==> config.mk <==
export PLATFORM = sky130hd
export DESIGN_NAME = tdm_demux4_flat
export DESIGN_NICKNAME = d
export VERILOG_FILES = /design/src/rtl/tdm_demux_pkg.sv /design/src/rtl/tdm_demux4_if.sv /design/src/rtl/tdm_slot_dec.sv /design/src/rtl/tdm_demux4.sv /design/src/flat_wrapper.sv
export SDC_FILE = /design/constraint.sdc
export NUM_CORES = 1
export LEC_CHECK = 0
export CORE_ASPECT_RATIO = 1.75
export CORE_UTILIZATION = 50
export CTS_CLUSTER_SIZE = 10
export DETAILED_ROUTE_END_ITERATION = 7
export DONT_BUFFER_PORTS = 1
export SYNTH_ARGS = -nofsm -noshare
export SYNTH_HDL_FRONTEND = slang
export SYNTH_SLANG_ARGS = --single-unit
==> constraint.sdc <==
create_clock -name clk -period 5.8 [get_ports clk]
set_input_delay 0.58 -clock clk [delete_from_list [all_inputs] [get_ports clk]]
set_output_delay 0.58 -clock clk [all_outputs]
set_load 0.1 [all_outputs]
==> src/rtl/tdm_demux_pkg.sv <==
// Shared constants for the 1-to-4 TDM demultiplexer: slot width, FSM encoding and
// the channel-slice offset helper used to pack channel words onto one bus.
package tdm_demux_pkg;

  localparam int NUM_CH = 4;
  localparam int SLOT_W = 2;

  localparam logic [SLOT_W-1:0] FIRST_SLOT = SLOT_W'(0);
  localparam logic [SLOT_W-1:0] NEXT_SLOT  = SLOT_W'(1);
  localparam logic [SLOT_W-1:0] LAST_SLOT  = SLOT_W'(NUM_CH - 1);

  localparam logic [0:0] IDLE = 1'b0;
  localparam logic [0:0] RUN  = 1'b1;

  // Channel k lives at bits [k*data_w +: data_w] of the packed channel bus.
  function automatic int ch_offset(input int k, input int data_w);
    return k * data_w;
  endfunction

endpackage

==> src/rtl/tdm_demux4_if.sv <==
// Bus bundle between a serial word source, the demux and its channel consumers.
// Parity signals exist only when TDM_DEMUX_PARITY_EN is defined.
interface tdm_demux4_if #(
  parameter int DATA_W = 8
);

  logic                in_valid_i;
  logic                sync_i;
  logic [DATA_W-1:0]   in_data_i;
  logic [4*DATA_W-1:0] ch_data_o;
  logic [3:0]          ch_strobe_o;
  logic [1:0]          sel_o;
  logic                frame_done_o;
  logic                sync_err_o;
`ifdef TDM_DEMUX_PARITY_EN
  logic                in_par_i;
  logic                par_err_o;
`endif

  modport master (
    output in_valid_i, sync_i, in_data_i,
`ifdef TDM_DEMUX_PARITY_EN
    output in_par_i,
    input  par_err_o,
`endif
    input  ch_data_o, ch_strobe_o, sel_o, frame_done_o, sync_err_o
  );

  modport slave (
    input  in_valid_i, sync_i, in_data_i,
`ifdef TDM_DEMUX_PARITY_EN
    input  in_par_i,
    output par_err_o,
`endif
    output ch_data_o, ch_strobe_o, sel_o, frame_done_o, sync_err_o
  );

endinterface

==> src/rtl/tdm_slot_dec.sv <==
// Combinational 2-to-4 one-hot decoder turning the write slot into per-channel
// write enables; all enables are low unless the word is being accepted.
module tdm_slot_dec
  import tdm_demux_pkg::*;
(
  input  logic [SLOT_W-1:0] slot_i,
  input  logic              en_i,
  output logic [NUM_CH-1:0] we_o
);

  always_comb begin
    we_o = '0;
    if (en_i) begin
      we_o[slot_i] = 1'b1;
    end
  end

endmodule

==> src/rtl/tdm_demux4.sv <==
// 1-to-4 time-division demultiplexer: steers sync-framed serial words round-robin into
// four registered channels. Optional even-parity check under TDM_DEMUX_PARITY_EN.
module tdm_demux4
  import tdm_demux_pkg::*;
#(
  parameter int DATA_W = 8
) (
  input  logic         clk,
  input  logic         rst_n,
  tdm_demux4_if.slave  bus
);

  logic [0:0]           state_q, state_d;
  logic [SLOT_W-1:0]    sel_q, sel_d;
  logic [NUM_CH-1:0]    strobe_q;
  logic                 frame_done_q, frame_done_d;
  logic                 sync_err_q, sync_err_d;
  logic [DATA_W-1:0]    ch_q [NUM_CH];
  logic [NUM_CH*DATA_W-1:0] ch_packed;

  logic                 accept;
  logic [SLOT_W-1:0]    wr_slot;
  logic [NUM_CH-1:0]    we;

  // A word is stored when it starts a frame or continues one; a sync word always lands in slot 0.
  assign accept  = bus.in_valid_i & (bus.sync_i | (state_q == RUN));
  assign wr_slot = bus.sync_i ? FIRST_SLOT : sel_q;

  tdm_slot_dec u_slot_dec (
    .slot_i (wr_slot),
    .en_i   (accept),
    .we_o   (we)
  );

  always_comb begin
    state_d      = state_q;
    sel_d        = sel_q;
    frame_done_d = 1'b0;
    sync_err_d   = 1'b0;
    if (bus.in_valid_i) begin
      if (bus.sync_i) begin
        // Sync inside a frame means the previous frame was cut short.
        sync_err_d = (state_q == RUN);
        sel_d      = NEXT_SLOT;
        state_d    = RUN;
      end else if (state_q == IDLE) begin
        sync_err_d = 1'b1;
      end else begin
        sel_d = sel_q + NEXT_SLOT;
        if (sel_q == LAST_SLOT) begin
          frame_done_d = 1'b1;
          state_d      = IDLE;
        end
      end
    end
  end

  always_ff @(posedge clk) begin
    if (!rst_n) begin
      state_q      <= IDLE;
      sel_q        <= FIRST_SLOT;
      strobe_q     <= '0;
      frame_done_q <= 1'b0;
      sync_err_q   <= 1'b0;
    end else begin
      state_q      <= state_d;
      sel_q        <= sel_d;
      strobe_q     <= we;
      frame_done_q <= frame_done_d;
      sync_err_q   <= sync_err_d;
    end
  end

  // Unwritten channels hold their value, including leftovers from an aborted frame.
  always_ff @(posedge clk) begin
    if (!rst_n) begin
      for (int k = 0; k < NUM_CH; k++) begin
        ch_q[k] <= '0;
      end
    end else begin
      for (int k = 0; k < NUM_CH; k++) begin
        if (we[k]) begin
          ch_q[k] <= bus.in_data_i;
        end
      end
    end
  end

  always_comb begin
    ch_packed = '0;
    for (int k = 0; k < NUM_CH; k++) begin
      ch_packed[ch_offset(k, DATA_W) +: DATA_W] = ch_q[k];
    end
  end

  assign bus.ch_data_o    = ch_packed;
  assign bus.ch_strobe_o  = strobe_q;
  assign bus.sel_o        = sel_q;
  assign bus.frame_done_o = frame_done_q;
  assign bus.sync_err_o   = sync_err_q;

`ifdef TDM_DEMUX_PARITY_EN
  logic par_err_q, par_err_d;

  // Even parity over {par, data}: an odd total flags the word, which is still stored.
  assign par_err_d = accept & (^{bus.in_par_i, bus.in_data_i});

  always_ff @(posedge clk) begin
    if (!rst_n) begin
      par_err_q <= 1'b0;
    end else begin
      par_err_q <= par_err_d;
    end
  end

  assign bus.par_err_o = par_err_q;
`endif

endmodule
==> src/flat_wrapper.sv <==
// flat-port wrapper written by rule: the top's interface ports become plain ports
module tdm_demux4_flat import tdm_demux_pkg::*;
#(
  parameter int DATA_W = 8
)
  (clk, rst_n, bus_in_valid_i, bus_sync_i, bus_in_data_i, bus_ch_data_o, bus_ch_strobe_o, bus_sel_o, bus_frame_done_o, bus_sync_err_o);
  tdm_demux4_if #(.DATA_W(DATA_W)) bus_i ();
  input  logic clk;
  input  logic rst_n;
  input wire logic [$bits(bus_i.in_valid_i)-1:0] bus_in_valid_i;
  input wire logic [$bits(bus_i.sync_i)-1:0] bus_sync_i;
  input wire logic [$bits(bus_i.in_data_i)-1:0] bus_in_data_i;
  output wire logic [$bits(bus_i.ch_data_o)-1:0] bus_ch_data_o;
  output wire logic [$bits(bus_i.ch_strobe_o)-1:0] bus_ch_strobe_o;
  output wire logic [$bits(bus_i.sel_o)-1:0] bus_sel_o;
  output wire logic [$bits(bus_i.frame_done_o)-1:0] bus_frame_done_o;
  output wire logic [$bits(bus_i.sync_err_o)-1:0] bus_sync_err_o;
  assign bus_i.in_valid_i = bus_in_valid_i;
  assign bus_i.sync_i = bus_sync_i;
  assign bus_i.in_data_i = bus_in_data_i;
  assign bus_ch_data_o = bus_i.ch_data_o;
  assign bus_ch_strobe_o = bus_i.ch_strobe_o;
  assign bus_sel_o = bus_i.sel_o;
  assign bus_frame_done_o = bus_i.frame_done_o;
  assign bus_sync_err_o = bus_i.sync_err_o;
  tdm_demux4 #(.DATA_W(DATA_W)) u_core (.clk(clk), .rst_n(rst_n), .bus(bus_i));
endmodule
==> impl_metrics.xml <==
<?xml version="1.0" encoding="UTF-8"?>
<metrics>
  <group name="floorplanning">
    <metric name="design.core.area" unit="um^2">2960</metric>
    <metric name="die_height" unit="um">76.2</metric>
    <metric name="floorplan.io_pins" unit="">52</metric>
    <metric name="die_w" unit="um">44.4</metric>
    <metric name="fp.dieArea" unit="um^2">3380</metric>
    <metric name="initial_utilization" unit="%">53.1</metric>
    <metric name="placementRows" unit="">26</metric>
  </group>
  <group name="clocking">
    <metric name="clock_tree.htree_level_count" unit="">2</metric>
    <metric name="clk_path_buf_depth" unit="">2</metric>
    <metric name="numCtsBuffers" unit="">5</metric>
    <metric name="cts_hold_buffers" unit="">0</metric>
    <metric name="clkSlewWorstSetupHoldPaths" unit="ns">0.07</metric>
    <metric name="clkSinkCount" unit="">41</metric>
    <metric name="post_cts_resize_count" unit="">0</metric>
    <metric name="cts_root_buffer" unit="">sky130_fd_sc_hd__clkbuf_8</metric>
    <metric name="clock_latency" unit="ns">0.28</metric>
    <metric name="postCtsSetupRepairBufs" unit="">0</metric>
    <metric name="cts_tree" unit="">built</metric>
  </group>
  <group name="route">
    <metric name="drt_wl_total" unit="mm">2.70</metric>
    <metric name="first_pass_iters" unit="">4</metric>
    <metric name="antenna_left" unit="">0</metric>
    <metric name="viasPerCell" unit="">5.33</metric>
    <metric name="dr.first_iter.drc_count" unit="">16</metric>
    <metric name="num_vias" unit="">831</metric>
    <metric name="drc" unit="">0</metric>
    <metric name="drt-wirelength-per-cell" unit="um">17.3</metric>
  </group>
  <group name="setup_path">
    <metric name="r2r_start" unit="">u_core.bus.sel_o[1]</metric>
    <metric name="timing.reg2reg.worst_path_depth" unit="">2</metric>
    <metric name="timing.critical_path.required" unit="ns">5.71</metric>
    <metric name="cp_data_arrival_time" unit="ns">2.49</metric>
    <metric name="timing_worst_setup_path_type" unit="">flop to flop</metric>
    <metric name="ff2ff_setup_slack" unit="ns">3.21</metric>
    <metric name="endpoint" unit="">u_core.ch_q[3][4]</metric>
    <metric name="endpoint_kind" unit="">flop</metric>
    <metric name="critical_path_peak_fanout" unit="">8</metric>
    <metric name="setup.worst_path.start_class" unit="">flop</metric>
    <metric name="regToRegEndpoint" unit="">u_core.ch_q[3][4]</metric>
    <metric name="startpoint" unit="">u_core.bus.sel_o[1]</metric>
  </group>
  <group name="timing">
    <metric name="count_of_final_max_slew_check_failures" unit="">0</metric>
    <metric name="setup_skew" unit="ns">0.00363</metric>
    <metric name="layout_setup_ws" unit="ns">3.21</metric>
    <metric name="setup_viol_count_final" unit="">0</metric>
    <metric name="tns" unit="ns">0</metric>
    <metric name="fin_crit_sh" unit="%">44.6</metric>
    <metric name="timing_worst_slew_pin_value" unit="ns">1.13</metric>
    <metric name="post-route-min-period" unit="ns">2.59</metric>
    <metric name="setup_repair_after_global_routing_missed_its_margin" unit="">false</metric>
    <metric name="timing.slew.headroom" unit="%">24.5</metric>
    <metric name="max_freq" unit="MHz">387</metric>
    <metric name="finalHoldViolations" unit="">0</metric>
  </group>
  <group name="power">
    <metric name="leakagePower" unit="nW">0.637</metric>
    <metric name="cellPowerDensity" unit="nW/um^2">366</metric>
    <metric name="power.ir.vdd_worst" unit="mV">0.183</metric>
  </group>
  <group name="yosys">
    <metric name="ffs_latches_synth" unit="">41</metric>
    <metric name="synth.distinct_cells" unit="">24</metric>
    <metric name="syn-instance-count" unit="">107</metric>
    <metric name="synth_largest_type_area_fraction" unit="%">61.1</metric>
    <metric name="seq_area_frac_synth" unit="%">72.6</metric>
    <metric name="yosys-top-cells-area" unit="">sky130_fd_sc_hd__edfxtp_1 (61%), sky130_fd_sc_hd__and2_1 (13%), sky130_fd_sc_hd__dfxtp_1 (11%)</metric>
    <metric name="synth_area_leader_cell" unit="">sky130_fd_sc_hd__edfxtp_1</metric>
    <metric name="ys.warnings.count" unit="">0</metric>
    <metric name="syn_nets" unit="">121</metric>
    <metric name="mappedNetlistArea" unit="um^2">1570</metric>
    <metric name="syn_avg_cell_area" unit="um^2">14.7</metric>
  </group>
  <group name="hold_path">
    <metric name="hold-path-cell-count" unit="">1</metric>
    <metric name="min_path_type" unit="">primary input to flop</metric>
  </group>
  <group name="place">
    <metric name="io_buffers" unit="">0</metric>
    <metric name="placement.setup.worst_slack" unit="ns">3.14</metric>
    <metric name="gp_congestion" unit="">0.683</metric>
    <metric name="cell_area_reported_after_detailed_placement" unit="um^2">1630</metric>
    <metric name="dp_hpwl" unit="mm">2.00</metric>
  </group>
  <group name="global_route">
    <metric name="first_global_vias" unit="">822</metric>
    <metric name="grt_remaining_overflow" unit="">0</metric>
    <metric name="grt_max_degree" unit="">13</metric>
    <metric name="grt_first_pass_wirelength" unit="mm">4.17</metric>
    <metric name="number_of_antenna_violations_at_the_first_check_in_global_routing" unit="">0</metric>
    <metric name="grt_util_all_layers" unit="%">17.6</metric>
  </group>
  <group name="layout">
    <metric name="layout.filler_cells" unit="">245</metric>
    <metric name="final_net_count" unit="">127</metric>
    <metric name="fraction_of_layout_cells_with_a_size_suffix_above_1" unit="%">11.4</metric>
    <metric name="layout-area-overhead-vs-synth" unit="%">9.39</metric>
    <metric name="fin_area" unit="um^2">1720</metric>
    <metric name="antenna_cells_inserted" unit="">0</metric>
  </group>
  <group name="flow_run">
    <metric name="max_cap_viol_count" unit="">0</metric>
  </group>
  <group name="run_status">
    <metric name="status" unit="">finished clean</metric>
  </group>
</metrics>
[routing by layer]
layer	share of wire, %	GRT usage (%)
met5	0	0
met4	1.9	7.27
met3	7.6	7.11
met2	56	29.7
met1	35	18.4
[placed cells by master (no fill, tap or decap), drive strengths merged, types with 2 or more instances in the layout]
master  Yosys  layout
and2       32      32
edfxtp     32      32
dfxtp       9       9
clkbuf      0       8
nand2       5       5
nor2        4       4
o21ai       3       3
inv         3       3
nand2b      2       2
nand3       2       2
ha          2       2
[cell usage after synthesis]
master / number
sky130_fd_sc_hd__a21boi_1: 1
sky130_fd_sc_hd__and2_1: 32
sky130_fd_sc_hd__nand4b_1: 1
sky130_fd_sc_hd__nand3_1: 2
sky130_fd_sc_hd__o211a_1: 1
sky130_fd_sc_hd__a22oi_1: 1
sky130_fd_sc_hd__nor2_1: 2
sky130_fd_sc_hd__nand2b_1: 2
sky130_fd_sc_hd__o21ai_0: 3
sky130_fd_sc_hd__nor2_2: 2
sky130_fd_sc_hd__nor3_1: 1
sky130_fd_sc_hd__buf_2: 2
sky130_fd_sc_hd__nand2_1: 4
sky130_fd_sc_hd__nor4_4: 1
sky130_fd_sc_hd__ha_1: 2
sky130_fd_sc_hd__edfxtp_1: 32
sky130_fd_sc_hd__inv_1: 3
sky130_fd_sc_hd__dfxtp_1: 9
sky130_fd_sc_hd__nand4bb_1: 1
sky130_fd_sc_hd__nand2_2: 1
sky130_fd_sc_hd__o2111a_1: 1
sky130_fd_sc_hd__nor2b_1: 1
sky130_fd_sc_hd__and2b_2: 1
sky130_fd_sc_hd__o41ai_1: 1
[where the power goes]
part | switching [mW] | internal, mW
Clock | 0.0857 | 0.0969
Combinational | 0.0171 | 0.00684
Sequential | 0.0924 | 0.331
Total | 0.195 | 0.434
[sequential cells by signal, summed over array words and instances (netlist names)]
| signal | count |
|---|---|
| u_core.bus.ch_strobe_o | 4 |
| u_core.bus.frame_done_o | 1 |
| u_core.bus.sel_o | 2 |
| u_core.bus.sync_err_o | 1 |
| u_core.ch_q | 32 |
| u_core.state_q | 1 |
[cells by family (layout without fill, tap and decap cells)]
| kind of cell | count (synthesis) | in the layout | share of synthesized area [%] |
|---|---|---|---|
| fa+ha+maj | 2 | 2 | 1.59 |
| flops | 41 | 41 | 72.6 |
| simple gates | 51 | 51 | 20.7 |
| compound gates | 8 | 8 | 3.82 |
| buf+inv | 5 | 12 | 1.35 |
[worst min path at each step]
stage / startpoint / endpoint / slack, ns
floorplan: u_core.state_q / u_core.bus.frame_done_o / 0.43
global placement: u_core.state_q / u_core.bus.frame_done_o / 0.45
detailed placement: u_core.state_q / u_core.bus.frame_done_o / 0.48
CTS: bus_sync_i / u_core.bus.frame_done_o / 0.37
global route: bus_sync_i / u_core.bus.frame_done_o / 0.37
finish: bus_sync_i / u_core.bus.frame_done_o / 0.38
[worst max-delay path, stage by stage, from the launching register on]
cell	delay, ns
sky130_fd_sc_hd__dfxtp_1	1.07
sky130_fd_sc_hd__nand4b_1	0.23
sky130_fd_sc_hd__o21ai_0	0.90
[through the flow]
step           util [%]  total power [mW]  cells  hold slack, ns
2_1_floorplan         -             0.449    107           0.427
5_1_grt            58.1             0.647    156           0.371
4_1_cts            58.1             0.635    156           0.374
3_3_place_gp       55.1             0.453    148           0.452
3_5_place_dp       55.1             0.454    148           0.481
6_report           58.1             0.630    156           0.375
[cell type report]
class | count | area [um^2] | area share, %
clock buffer | 8 | 90.1 | 5.24
inverter | 3 | 11.3 | 0.655
tap | 42 | 52.6 | 3.05
sequential | 41 | 1140 | 66.3
timing repair buffer | 1 | 7.51 | 0.436
multi-input combinational | 61 | 418 | 24.3
Power figures use the tool's default switching activity.
==> RTL change, RTL diff (same flow settings) <==
`DATA_W` is set to 8 in 3 places; all go to 12.
--- a/src/rtl/tdm_demux4_if.sv
+++ b/src/rtl/tdm_demux4_if.sv
@@ -1,7 +1,7 @@
 // Bus bundle between a serial word source, the demux and its channel consumers.
 // Parity signals exist only when TDM_DEMUX_PARITY_EN is defined.
 interface tdm_demux4_if #(
-  parameter int DATA_W = 8
+  parameter int DATA_W = 12
 );
 
   logic                in_valid_i;
--- a/src/rtl/tdm_demux4.sv
+++ b/src/rtl/tdm_demux4.sv
@@ -3,7 +3,7 @@
 module tdm_demux4
   import tdm_demux_pkg::*;
 #(
-  parameter int DATA_W = 8
+  parameter int DATA_W = 12
 ) (
   input  logic         clk,
   input  logic         rst_n,
--- a/src/flat_wrapper.sv
+++ b/src/flat_wrapper.sv
@@ -1,7 +1,7 @@
 // flat-port wrapper written by rule: the top's interface ports become plain ports
 module tdm_demux4_flat import tdm_demux_pkg::*;
 #(
-  parameter int DATA_W = 8
+  parameter int DATA_W = 12
 )
   (clk, rst_n, bus_in_valid_i, bus_sync_i, bus_in_data_i, bus_ch_data_o, bus_ch_strobe_o, bus_sel_o, bus_frame_done_o, bus_sync_err_o);
   tdm_demux4_if #(.DATA_W(DATA_W)) bus_i ();
Ports: changed (resized bus_ch_data_o and bus_in_data_i); port bits go from 52 to 72. No check against the original RTL was run, so the function may have changed too.
==> RTL change against the original RTL <==
Total power up 47%. First-iteration DRC count up 94%. Combinational power up 18%. Count of clock-buffer cells in the layout up 3. Cell area up 36%. Sequential cell count up 16. Worst setup slack worse by 0.066 ns. Routed wire length up 57%. Worst hold slack worse by 0.048 ns. Largest power group unchanged. Maximum frequency down 2.5%. Area after synthesis up 38%. Largest cell class unchanged.
==> RTL change: results (changes against the original RTL) <==
The area of placed instances is 2190 um^2 (+34%). The worst clock skew came to 0.00529 ns (+0.00167 ns). The CTS buffer count came out at 9 (+4).

The average vias per placed instance is 5.47 (+2.7%). The count of cell types in the netlist is 23 (-4.2%). The total track usage is 20.6% (+3.1 points). The worst slack after detailed placement is 3.17 ns (+0.0251 ns). The count of flip-flops with a built-in enable after synthesis was 48 (+50%). The initial DRC count is 31 (+15). The part of the Yosys area used for sequential elements was 74.8% (+2.3 points). The share of flip-flops with an asynchronous set or reset came to 0% (unchanged). The final layout net count is 180 (+42%). In this run the critical register-to-register path is launched from u_core.bus.sel_o[0]$_SDFFE_PN0P_.

The net count of the mapped netlist is 174 (+44%). The worst reg-to-reg path cell count came to 3 (+1). The flow ran to the end, and the final reports show no timing, DRC or antenna violations. The worst endpoint data arrival time came out at 2.62 ns (+0.13 ns). The total length of routed wires came out at 4.24 mm (+57%). The number of global-route vias before repair came out at 1,195 (+45%). The detailed placer's ending HPWL came to 3.16 mm (+58%). In this run the critical register-to-register path is captured at u_core.ch_q[3][7]$_SDFFCE_PN0P_. The critical-path maximum fanout is 14 (+6).

The normalized max-slew margin is 26.5% (+2.0 points). The register-to-register setup slack is 3.15 ns (-0.07 ns). The maximum ir drop on the vdd rail came to 0.247 mV (+35%).

The global-route wire length before repair came out at 6.18 mm (+48%). The global placer's final weighted congestion was 0.807 (+18%). The largest net degree at the start of global routing was 19 (+6). The leakage power total was 0.872 nW (+37%). The number of flip-flops in the largest register came out at 48 (+50%). The largest stage delay on the critical path is 1.05 ns (-0.02 ns). The commonest cells after synthesis are edfxtp_1 (48), nor2_1 (30), and2_1 (24).

The proportion of layout cells with a drive suffix above 1 came out at 10.8% (-0.63 points).
-- RTL change: cell types whose count changed after synthesis, sizes merged, moves of 2 or more --
| cell | delta |
|---|---|
| and2 | -8 |
| buf | +3 |
| edfxtp | +16 |
| nand2 | +13 |
| nor2 | +26 |
| o21ai | -2 |
-- RTL change: cell type report --
cell class	count	area [um^2]
fill	342	1810
sequential	57	1620
multi-input combinational	90	484
clock buffer	11	131
tap	49	61.3
clock inverter	5	22.5
inverter	3	11.3
timing repair buffer	1	7.51
-- RTL change: cells by family after synthesis --
family	share of synthesized area [%]
AO/OA/AOI/OAI	1.96
adder cells (fa/ha/maj)	1.15
buffers and inverters	3.06
flip-flops	74.8
AND/OR/NAND/NOR	19.0
-- RTL change: worst max-delay path by stage --
stage / slack [ns] / endpoint / startpoint / cells after the start
finish: 3.15 / u_core.ch_q[3][7]$_SDFFCE_PN0P_ / u_core.bus.sel_o[0]$_SDFFE_PN0P_ / 3
global route: 2.98 / u_core.ch_q[3][6]$_SDFFCE_PN0P_ / u_core.bus.sel_o[0]$_SDFFE_PN0P_ / 3
CTS: 3.16 / u_core.ch_q[3][5]$_SDFFCE_PN0P_ / u_core.bus.sel_o[0]$_SDFFE_PN0P_ / 3
detailed placement: 3.17 / u_core.ch_q[3][5]$_SDFFCE_PN0P_ / u_core.bus.sel_o[0]$_SDFFE_PN0P_ / 3
global placement: 3.23 / u_core.ch_q[3][10]$_SDFFCE_PN0P_ / u_core.bus.sel_o[0]$_SDFFE_PN0P_ / 3
floorplan: 3.11 / u_core.ch_q[1][0]$_SDFFCE_PN0P_ / u_core.bus.sel_o[0]$_SDFFE_PN0P_ / 2
-- RTL change: power by group --
group | internal [mW] | switching, mW
clock network | 0.149 | 0.144
logic | 0.00786 | 0.0204
registers | 0.464 | 0.138
total | 0.622 | 0.303
-- RTL change: per-layer routing --
layer | global-route usage [%] | share of wire, % | vias up
met5 | 0 | 0 | -
met4 | 12.3 | 2.7 | 0
met3 | 10.5 | 8.1 | 11
met2 | 36.2 | 57 | 68
met1 | 18.1 | 32 | 563
li1 | - | - | 540
-- RTL change: stage by stage --
step / hold slack [ns] / utilization [%] / instances
CTS: 0.326 / 56.4 / 216
finish: 0.328 / 56.4 / 216
global route: 0.313 / 56.4 / 216
global placement: 0.467 / 52.7 / 200
detailed placement: 0.465 / 52.7 / 200
floorplan: 0.427 / - / 156
